## src/rtl/shared_resource_unit.sv

```systemverilog
// Shared multiply-by-constant resource on the pipeline valid/stall/flush interface.
// Operands queue in a small FIFO and are multiplied by MULT with an iterative shift-add engine.
module shared_resource_unit #(
  parameter int DATA_WIDTH = 32,
  parameter int MULT       = 3,
  parameter int MULT_BITS  = 8,
  parameter int FIFO_DEPTH = 2
) (
  input  logic                  clk,
  input  logic                  reset,
  input  logic [DATA_WIDTH-1:0] in_data_from_pipeline,
  input  logic                  in_valid_from_pipeline,
  input  logic                  in_flush_from_pipeline,
  input  logic                  in_stall_from_pipeline,
  output logic [DATA_WIDTH-1:0] out_data_to_pipeline,
  output logic                  out_valid_to_pipeline,
  output logic                  out_flush_to_pipeline,
  output logic                  out_stall_to_pipeline
);

  localparam int AW = (FIFO_DEPTH > 1) ? $clog2(FIFO_DEPTH) : 1;
  localparam int CW = $clog2(FIFO_DEPTH + 1);
  localparam int IW = $clog2(MULT_BITS + 1);

  typedef enum logic [1:0] {IDLE, COMPUTE, HOLD} state_e;

  state_e                                 state_q, state_d;
  logic [FIFO_DEPTH-1:0][DATA_WIDTH-1:0]  mem_q, mem_d;
  logic [AW-1:0]                          wr_ptr_q, wr_ptr_d, rd_ptr_q, rd_ptr_d;
  logic [CW-1:0]                          count_q, count_d;
  logic [DATA_WIDTH-1:0]                  mcand_q, mcand_d, acc_q, acc_d;
  logic [MULT_BITS-1:0]                   mplier_q, mplier_d;
  logic [IW-1:0]                          iter_q, iter_d;
  logic [DATA_WIDTH-1:0]                  out_data_q, out_data_d;
  logic                                   out_valid_q, out_valid_d;
  logic                                   out_flush_q, out_flush_d;

  logic                  full, push, pop;
  logic [DATA_WIDTH-1:0] partial;

  assign full    = (count_q == CW'(FIFO_DEPTH));
  assign push    = in_valid_from_pipeline && !full && !in_flush_from_pipeline;
  assign pop     = (state_q == IDLE) && (count_q != '0) && !in_flush_from_pipeline;
  assign partial = mplier_q[0] ? mcand_q : '0;

  always_comb begin
    state_d     = state_q;
    mem_d       = mem_q;
    wr_ptr_d    = wr_ptr_q;
    rd_ptr_d    = rd_ptr_q;
    count_d     = count_q;
    mcand_d     = mcand_q;
    acc_d       = acc_q;
    mplier_d    = mplier_q;
    iter_d      = iter_q;
    out_data_d  = out_data_q;
    out_valid_d = out_valid_q;
    out_flush_d = in_flush_from_pipeline;

    if (in_flush_from_pipeline) begin
      // Flush wins over everything; out_data keeps its last value.
      wr_ptr_d    = '0;
      rd_ptr_d    = '0;
      count_d     = '0;
      state_d     = IDLE;
      out_valid_d = 1'b0;
    end else begin
      if (push) begin
        mem_d[wr_ptr_q] = in_data_from_pipeline;
        wr_ptr_d        = wr_ptr_q + 1'b1;
      end
      if (pop) rd_ptr_d = rd_ptr_q + 1'b1;
      count_d = count_q + CW'(push) - CW'(pop);

      case (state_q)
        IDLE: begin
          if (pop) begin
            mcand_d  = mem_q[rd_ptr_q];
            mplier_d = MULT_BITS'(MULT);
            acc_d    = '0;
            iter_d   = IW'(MULT_BITS);
            state_d  = COMPUTE;
          end
        end
        COMPUTE: begin
          if (iter_q == IW'(1)) begin
            out_data_d  = acc_q + partial;
            out_valid_d = 1'b1;
            state_d     = HOLD;
          end else begin
            acc_d    = acc_q + partial;
            mcand_d  = mcand_q << 1;
            mplier_d = mplier_q >> 1;
            iter_d   = iter_q - 1'b1;
          end
        end
        HOLD: begin
          // Transfer completes on a non-stalled edge; next pop waits for IDLE.
          if (!in_stall_from_pipeline) begin
            out_valid_d = 1'b0;
            state_d     = IDLE;
          end
        end
        default: state_d = IDLE;
      endcase
    end
  end

  always_ff @(posedge clk) begin
    if (reset) begin
      state_q     <= IDLE;
      mem_q       <= '0;
      wr_ptr_q    <= '0;
      rd_ptr_q    <= '0;
      count_q     <= '0;
      mcand_q     <= '0;
      acc_q       <= '0;
      mplier_q    <= '0;
      iter_q      <= '0;
      out_data_q  <= '0;
      out_valid_q <= 1'b0;
      out_flush_q <= 1'b0;
    end else begin
      state_q     <= state_d;
      mem_q       <= mem_d;
      wr_ptr_q    <= wr_ptr_d;
      rd_ptr_q    <= rd_ptr_d;
      count_q     <= count_d;
      mcand_q     <= mcand_d;
      acc_q       <= acc_d;
      mplier_q    <= mplier_d;
      iter_q      <= iter_d;
      out_data_q  <= out_data_d;
      out_valid_q <= out_valid_d;
      out_flush_q <= out_flush_d;
    end
  end

  assign out_data_to_pipeline  = out_data_q;
  assign out_valid_to_pipeline = out_valid_q;
  assign out_flush_to_pipeline = out_flush_q;
  assign out_stall_to_pipeline = full;

endmodule
```

## config.mk

```make
export PLATFORM = sky130hd
export DESIGN_NAME = shared_resource_unit
export DESIGN_NICKNAME = d
export VERILOG_FILES = /design/src/rtl/shared_resource_unit.sv
export SDC_FILE = /design/constraint.sdc
export NUM_CORES = 1
export LEC_CHECK = 0
export CAP_MARGIN = 10
export CORE_MARGIN = 2
export CORE_UTILIZATION = 58
export DETAILED_ROUTE_END_ITERATION = 8
export PLACE_DENSITY = 0.87
export SKIP_LAST_GASP = 1
export SLEW_MARGIN = 20
export SYNTH_ARGS = -nofsm -noshare
export SYNTH_HDL_FRONTEND = slang
export SYNTH_SLANG_ARGS = --single-unit
```

## constraint.sdc

```tcl
create_clock -name clk -period 3.59 [get_ports clk]
set_clock_uncertainty 0.05 [all_clocks]
set_input_delay 0.5385 -clock clk [delete_from_list [all_inputs] [get_ports clk]]
set_output_delay 0.5385 -clock clk [all_outputs]
set_load 0.005 [all_outputs]
```

==> out/metrics.yaml, run 1 <==
timing:
  maxSlewHeadroom_pct: 42.5
  period_needed_ps: 3210
  worst_pin_slew_ps: 861
  rsz0062_at_grt: "no"
  slew_viol_final: 0
  fmax_ghz: 0.312
  hold_viol_final: 0
  period_share_pct: 89.4
  setup_viol: 0
  setup_tns_ps: 0
die:
  fp.dieW_um: 126
  start_util_pct: 59.5
  fp-row-count: 44
  pin_count: 72
  coreArea_um2: 14600
  die_y_um: 126
  fp.dieArea_um2: 15900
critical_path:
  worst-endpoint-arrival_ps: 3480
  rr_endpoint: "acc_q[30]$_SDFFE_PP0P_"
  cp.required_ps: 3860
  crit_type: "flop to flop"
  end_kind: "flop"
  timing.rr.start: "mplier_q[0]$_SDFFE_PP0P_"
  path_max_fanout: 25
  r2r_slack_ps: 380
  startpoint_type: "flop"
  r2r_cells: 11
clock_tree:
  hold_buffers: 0
  clk_pin_slew_ps: 60
  postCtsSetupRepairBufs: 0
  numCtsBuffers: 17
  clk_latency_ps: 430
  cts_resized: 0
  cts_max_level: 4
  cts_tree: "done"
  clk_path_buf_depth: 2
  clock-sinks: 174
  clockRootBuffer: "clkbuf_16"
routing:
  route.detailed.drc: 0
  drtAntennaViolNets: 0
  via_count: 7783
  drt_iter0_drc: 702
  drt_wl_total_mm: 20.1
  vias_per_cell: 5.89
  detailedRoute.firstPassIterationCount: 5
  wl_per_cell_um: 15.2
placement:
  dp_hpwl_mm: 13.7
  gp_congestion: 0.918
  dp_cells: 1290
  portBuffers: 71
cells_and_area:
  antenna_cells: 0
  fin_nets: 1198
  syn2layout_area_growth_pct: 15.9
  layout-drive-gt1-share_pct: 6.94
  layoutNonFillerInstCount: 1322
logic_synthesis:
  syn_area_um2: 8670
  synth_cell_types: 69
  synth_flop_cell: "dfxtp_1"
  avgSynthCellArea_um2: 7.93
  synth.yosys.seq_area_share_pct: 40.2
  synth_common_cells: "268 x nand2_1, 174 x dfxtp_1, 147 x a21oi_1"
  netlist.area_leader.share_pct: 40.2
  synth_area_leader_cell: "dfxtp_1"
  async_reset_ff_share_pct: 0
  synth.area.top_cells: "dfxtp_1 40%, nand2_1 12%, a21oi_1 8.5%, ha_1 5.0%, clkbuf_1 3.0%"
  ys_ff_latch: 174
  synth_most_common_cell: "nand2_1"
  netlist_instances: 1094
  ys_warn_count: 0
  syn-num-nets: 1167
  synth_edf_count: 0
pwr:
  irDropWorstVdd_v: 0.000346
  switching_power_uw: 911
  swShare_pct: 22.7
  seqPwrFrac_pct: 49.3
  power_density_nw_per_um2: 400
  p_int_mw: 3.11
  power_leakage_nw: 3.82
  clkPwrFrac_pct: 45.2
  combPwrFrac_pct: 5.6
min_path:
  holdPathStages: 2
  worstHoldEndpoint: "mem_q[4]$_SDFFE_PP0P_"
  hold_class: "flop to flop"
  hp-start: "mem_q[4]$_SDFFE_PP0P_"
global_routing:
  grt-ovfl-total: 0
  grt_pass1_wl_mm: 33.4
  grtUsageTotal_pct: 25.3
  grt_max_degree: 61
  grt_antenna_before_repair: 0
  first_global_vias: 7009
outcome:
  outcome: "finished, final reports clean"
flow_run:
  maxCapViolCount: 0
-- cell families (layout without fill, tap and decap cells) --
logic type,count (synthesis),after routing,share of synthesized area (%)
AND/OR/NAND/NOR,432,432,22.0
AO/OA/AOI/OAI,292,292,20.9
flip-flops,174,174,40.2
buffers and inverters,94,138,4.33
adder cells (fa/ha/maj),36,36,5.28
XOR/XNOR,33,33,3.33
multiplexers,33,33,3.95
-- sequential cells by signal, indices dropped and copies added (netlist names), 2 cells and up --
signal / count
mem_q: 64
acc_q: 32
mcand_q: 32
out_data_to_pipeline: 32
iter_q: 4
count_q: 2
mplier_q: 2
state_q: 2
-- worst max-delay path: stages (launching register included) --
cell	delay (ps)
dfxtp_1	420
buf_4	260
and2_1	170
ha_1	280
or2_2	330
a21oi_1	220
a311oi_1	90
or3_1	440
nand3_2	160
a21oi_2	90
or3_1	350
a32o_1	250
-- layout by cell type, fill, tap and decap left out, types with 4 or more instances in the layout --
master	n
dfxtp_1	174
and3_1	4
a22oi_1	13
nand2_1	268
clkbuf_16	17
a21oi_1	147
and2_1	34
mux2i_1	23
buf_4	22
a31oi_1	16
nand3b_1	6
clkbuf_8	5
nor2_1	45
a22o_1	6
xnor2_1	21
o211ai_1	27
nand2b_1	5
ha_1	35
or3_1	6
a211oi_1	7
xor2_1	12
clkbuf_1	4
nor3_1	7
nand4_1	10
mux2_2	10
o21ai_0	24
o21bai_1	5
inv_1	13
nand3_1	24
a21o_1	12
or2_2	4
clkdlybuf4s50_1	70
-- metrics by stage --
stage               hold slack (ps)  util [%]  power (mW)  setup slack (ps)  cell area, um^2
floorplan                       382         -        2.15               587             8670
global placement                391      64.9        2.24               534             9470
detailed placement              395      64.9        2.24               493             9470
CTS                             404      68.9        4.03               410            10100
global route                    421      68.9        4.14               196            10100
finish                          401      68.9        4.02               380            10100
-- layout make-up --
cell class / instances / area, um^2
clock inverters: 6 / 72.6
clock buffers: 26 / 509
multi-input cells: 826 / 4820
repair buffers: 93 / 886
fillers: 1145 / 4540
flip-flops and latches: 174 / 3480
well taps: 184 / 230
inverters: 13 / 48.8
-- power groups by stage --
stage / combinational [mW] / sequential (mW) / clock [mW]
finish: 0.223 / 1.98 / 1.81
floorplan: 0.137 / 2.01 / 0
global placement: 0.217 / 2.02 / 0
CTS: 0.222 / 1.98 / 1.83
detailed placement: 0.221 / 2.02 / 0
global route: 0.246 / 1.98 / 1.91
-- worst max-delay path by stage --
stage                                        start                                    end  cells past startpoint
after global routing      mplier_q[0]$_SDFFE_PP0P_  out_data_to_pipeline[28]$_SDFFE_PP0P_                     10
after floorplan           mplier_q[0]$_SDFFE_PP0P_                 acc_q[30]$_SDFFE_PP0P_                     12
final                     mplier_q[0]$_SDFFE_PP0P_                 acc_q[30]$_SDFFE_PP0P_                     11
after global placement    mplier_q[0]$_SDFFE_PP0P_                 acc_q[30]$_SDFFE_PP0P_                     11
after detailed placement  mplier_q[0]$_SDFFE_PP0P_                 acc_q[30]$_SDFFE_PP0P_                     11
after CTS                 mplier_q[0]$_SDFFE_PP0P_                 acc_q[30]$_SDFFE_PP0P_                     11
-- layer usage --
metal  GRT usage [%]  share of wire (%)  up-vias  wire [um]
li1                -                  -     3865          -
met1            35.6                 47     3620       9470
met2            38.2                 44      262       8950
met3            5.31                6.8       36       1370
met4            9.31                1.8        0        354
met5               0                  0        -          0
(Power assumes the default switching activity.)
==> run 2: changes to the inputs <==
--- a/config.mk
+++ b/config.mk
@@ -7,9 +7,11 @@
 export LEC_CHECK = 0
 export CAP_MARGIN = 10
 export CORE_MARGIN = 2
-export CORE_UTILIZATION = 58
+export CORE_UTILIZATION = 60
+export CTS_BUF_LIST = sky130_fd_sc_hd__clkbuf_8
 export DETAILED_ROUTE_END_ITERATION = 8
-export PLACE_DENSITY = 0.87
+export PLACE_DENSITY = 0.89
+export RECOVER_POWER = 100
 export SKIP_LAST_GASP = 1
 export SLEW_MARGIN = 20
 export SYNTH_ARGS = -nofsm -noshare
==> run 2 against run 1 <==
Against the previous run: non-clock buffer count unchanged; core utilization up 0.83 points; worst setup slack worse by 46 ps; sequential power about the same; hold slack better by 2.3 ps; clock power down 31%; cell area down 3.0%; global-route usage up 0.98 points; register-to-register slack worse by 50 ps; largest cell class unchanged; die area down 3.2%; power down 14%; routed wire length down 0.83%.
==> out/metrics.yaml, run 2 (synthesis results as in run 1) <==
outcome:
  outcome: "finished, final reports clean"
cells_and_area:
  final_cell_mix: "268 x nand2_1, 174 x dfxtp_1, 149 x a21oi_1"
  antenna_cells: 0  # unchanged
  design_area_um2: 9750  # -3.0%
  fin_nets: 1198  # unchanged
  final_common_cell: "nand2_1"
  largest_reg_flops: 64  # unchanged
  top_register: "mem_q"
  layout-drive-gt1-share_pct: 5.80  # -1.1 points
  layoutNonFillerInstCount: 1318  # -0.30%
  syn2layout_area_growth_pct: 12.5
global_routing:
  grtUsageTotal_pct: 26.2  # +0.98 points
  grt-ovfl-total: 0  # unchanged
  grt_max_degree: 67  # +9.8%
  first_global_vias: 7116  # +1.5%
  grt_pass1_wl_mm: 34.1  # +2.1%
  grt_antenna_before_repair: 0  # unchanged
die:
  fp-row-count: 43  # -2.3%
  start_util_pct: 62.0  # +2.6 points
  coreArea_um2: 14000  # -4.1%
  fp.dieW_um: 124  # -1.6%
  pin_count: 72  # unchanged
  die_y_um: 124  # -1.6%
  fp.dieArea_um2: 15400  # -3.2%
placement:
  portBuffers: 71  # unchanged
  dpl_cell_area_um2: 9470  # about the same
  dp_hpwl_mm: 13.9  # +1.7%
  dp_cells: 1286  # -0.31%
  gp_congestion: 0.910  # -0.83%
timing:
  maxSlewHeadroom_pct: 3.61  # -39 points
  rsz0062_at_grt: "no"
  setup_tns_ps: 0  # unchanged
  worst_pin_slew_ps: 1450  # +584 ps
  slew_viol_final: 0  # unchanged
  setup_viol: 0  # unchanged
  hold_viol_final: 0  # unchanged
  period_share_pct: 90.7  # +1.3 points
  fmax_ghz: 0.307  # -1.4%
  period_needed_ps: 3260  # +45.9 ps
min_path:
  hold_class: "flop to flop"
  hp-start: "out_data_to_pipeline[8]$_SDFFE_PP0P_"
  worstHoldEndpoint: "out_data_to_pipeline[8]$_SDFFE_PP0P_"
  holdPathStages: 2  # unchanged
clock_tree:
  hold_buffers: 0  # unchanged
  clk_latency_ps: 470  # +40 ps
  cts_max_level: 4  # unchanged
  postCtsSetupRepairBufs: 0  # unchanged
  clock-sinks: 174  # unchanged
  numCtsBuffers: 17  # unchanged
  clk_pin_slew_ps: 80  # +20 ps
  clockRootBuffer: "clkbuf_8"
  cts_resized: 0  # unchanged
  cts_tree: "done"
  clk_path_buf_depth: 2  # unchanged
pwr:
  irDropWorstVdd_v: 0.000292  # -15%
  power_density_nw_per_um2: 353  # -12%
  power_leakage_nw: 3.80  # -0.36%
critical_path:
  path_max_fanout: 14  # -44%
  rr_endpoint: "acc_q[30]$_SDFFE_PP0P_"
  r2r_cells: 11  # unchanged
  startpoint_type: "flop"
  crit_type: "flop to flop"
  timing.rr.start: "mplier_q[0]$_SDFFE_PP0P_"
  worst-endpoint-arrival_ps: 3570  # +90 ps
  cp.required_ps: 3900  # +40 ps
  r2r_slack_ps: 330  # -50 ps
  end_kind: "flop"
flow_run:
  maxCapViolCount: 0  # unchanged
routing:
  vias_per_cell: 5.90  # +0.28%
  drt_iter0_drc: 676  # -3.7%
  drt_wl_total_mm: 20.0  # -0.83%
  detailedRoute.firstPassIterationCount: 6  # +1
  wl_per_cell_um: 15.2  # -0.53%
  route.detailed.drc: 0  # unchanged
  via_count: 7781  # -0.026%
  drtAntennaViolNets: 0  # unchanged
==> run 2: worst max-delay path, cell delays in order, from the launching register on <==
cell     delay (ps)
dfxtp_1         410
and2_0          180
ha_1            200
fa_1            410
a21o_2          250
a31oi_1         290
nor4_1          120
or3_1           420
nand3_2         130
a21oi_1         100
or3_1           350
a32o_1          250
==> run 2: how the worst max path moves through the flow <==
stage / startpoint / to / cells after the start
after detailed placement: mplier_q[0]$_SDFFE_PP0P_ / acc_q[30]$_SDFFE_PP0P_ / 11
after floorplan: mplier_q[0]$_SDFFE_PP0P_ / acc_q[30]$_SDFFE_PP0P_ / 12
after global routing: mplier_q[0]$_SDFFE_PP0P_ / acc_q[26]$_SDFFE_PP0P_ / 11
final: mplier_q[0]$_SDFFE_PP0P_ / acc_q[30]$_SDFFE_PP0P_ / 11
after global placement: mplier_q[0]$_SDFFE_PP0P_ / acc_q[30]$_SDFFE_PP0P_ / 11
after CTS: mplier_q[0]$_SDFFE_PP0P_ / acc_q[30]$_SDFFE_PP0P_ / 11
==> run 2: where the power goes <==
part	leakage [nW]	switching [mW]	total (mW)	internal [mW]
sequential	1.41	0.0168	1.97	1.96
clock	0.184	0.699	1.24	0.545
combinational	2.22	0.136	0.224	0.0878
total	3.80	0.852	3.44	2.59
==> run 2: per-stage QoR <==
stage	setup WS (ps)	util, %	power, mW	hold slack (ps)
after floorplan	587	-	2.15	382
after global placement	496	67.7	2.24	389
after detailed placement	461	67.7	2.25	395
after CTS	441	70.2	3.46	408
after global routing	102	69.7	3.58	418
final	334	69.7	3.44	403
==> run 2: metal layers <==
metal	routed length [um]	track usage [%]
met5	0	0
met4	410	8.59
met3	1270	4.69
met2	9110	40.7
met1	9180	37.1
==> run 2: area by class of cell <==
| class | instances | area, um^2 |
|---|---|---|
| fill | 1172 | 4230 |
| tap | 180 | 225 |
| multi-input combinational | 826 | 4790 |
| clock inverter | 11 | 68.8 |
| inverter | 13 | 48.8 |
| sequential | 174 | 3480 |
| timing repair buffer | 93 | 845 |
| clock buffer | 21 | 289 |
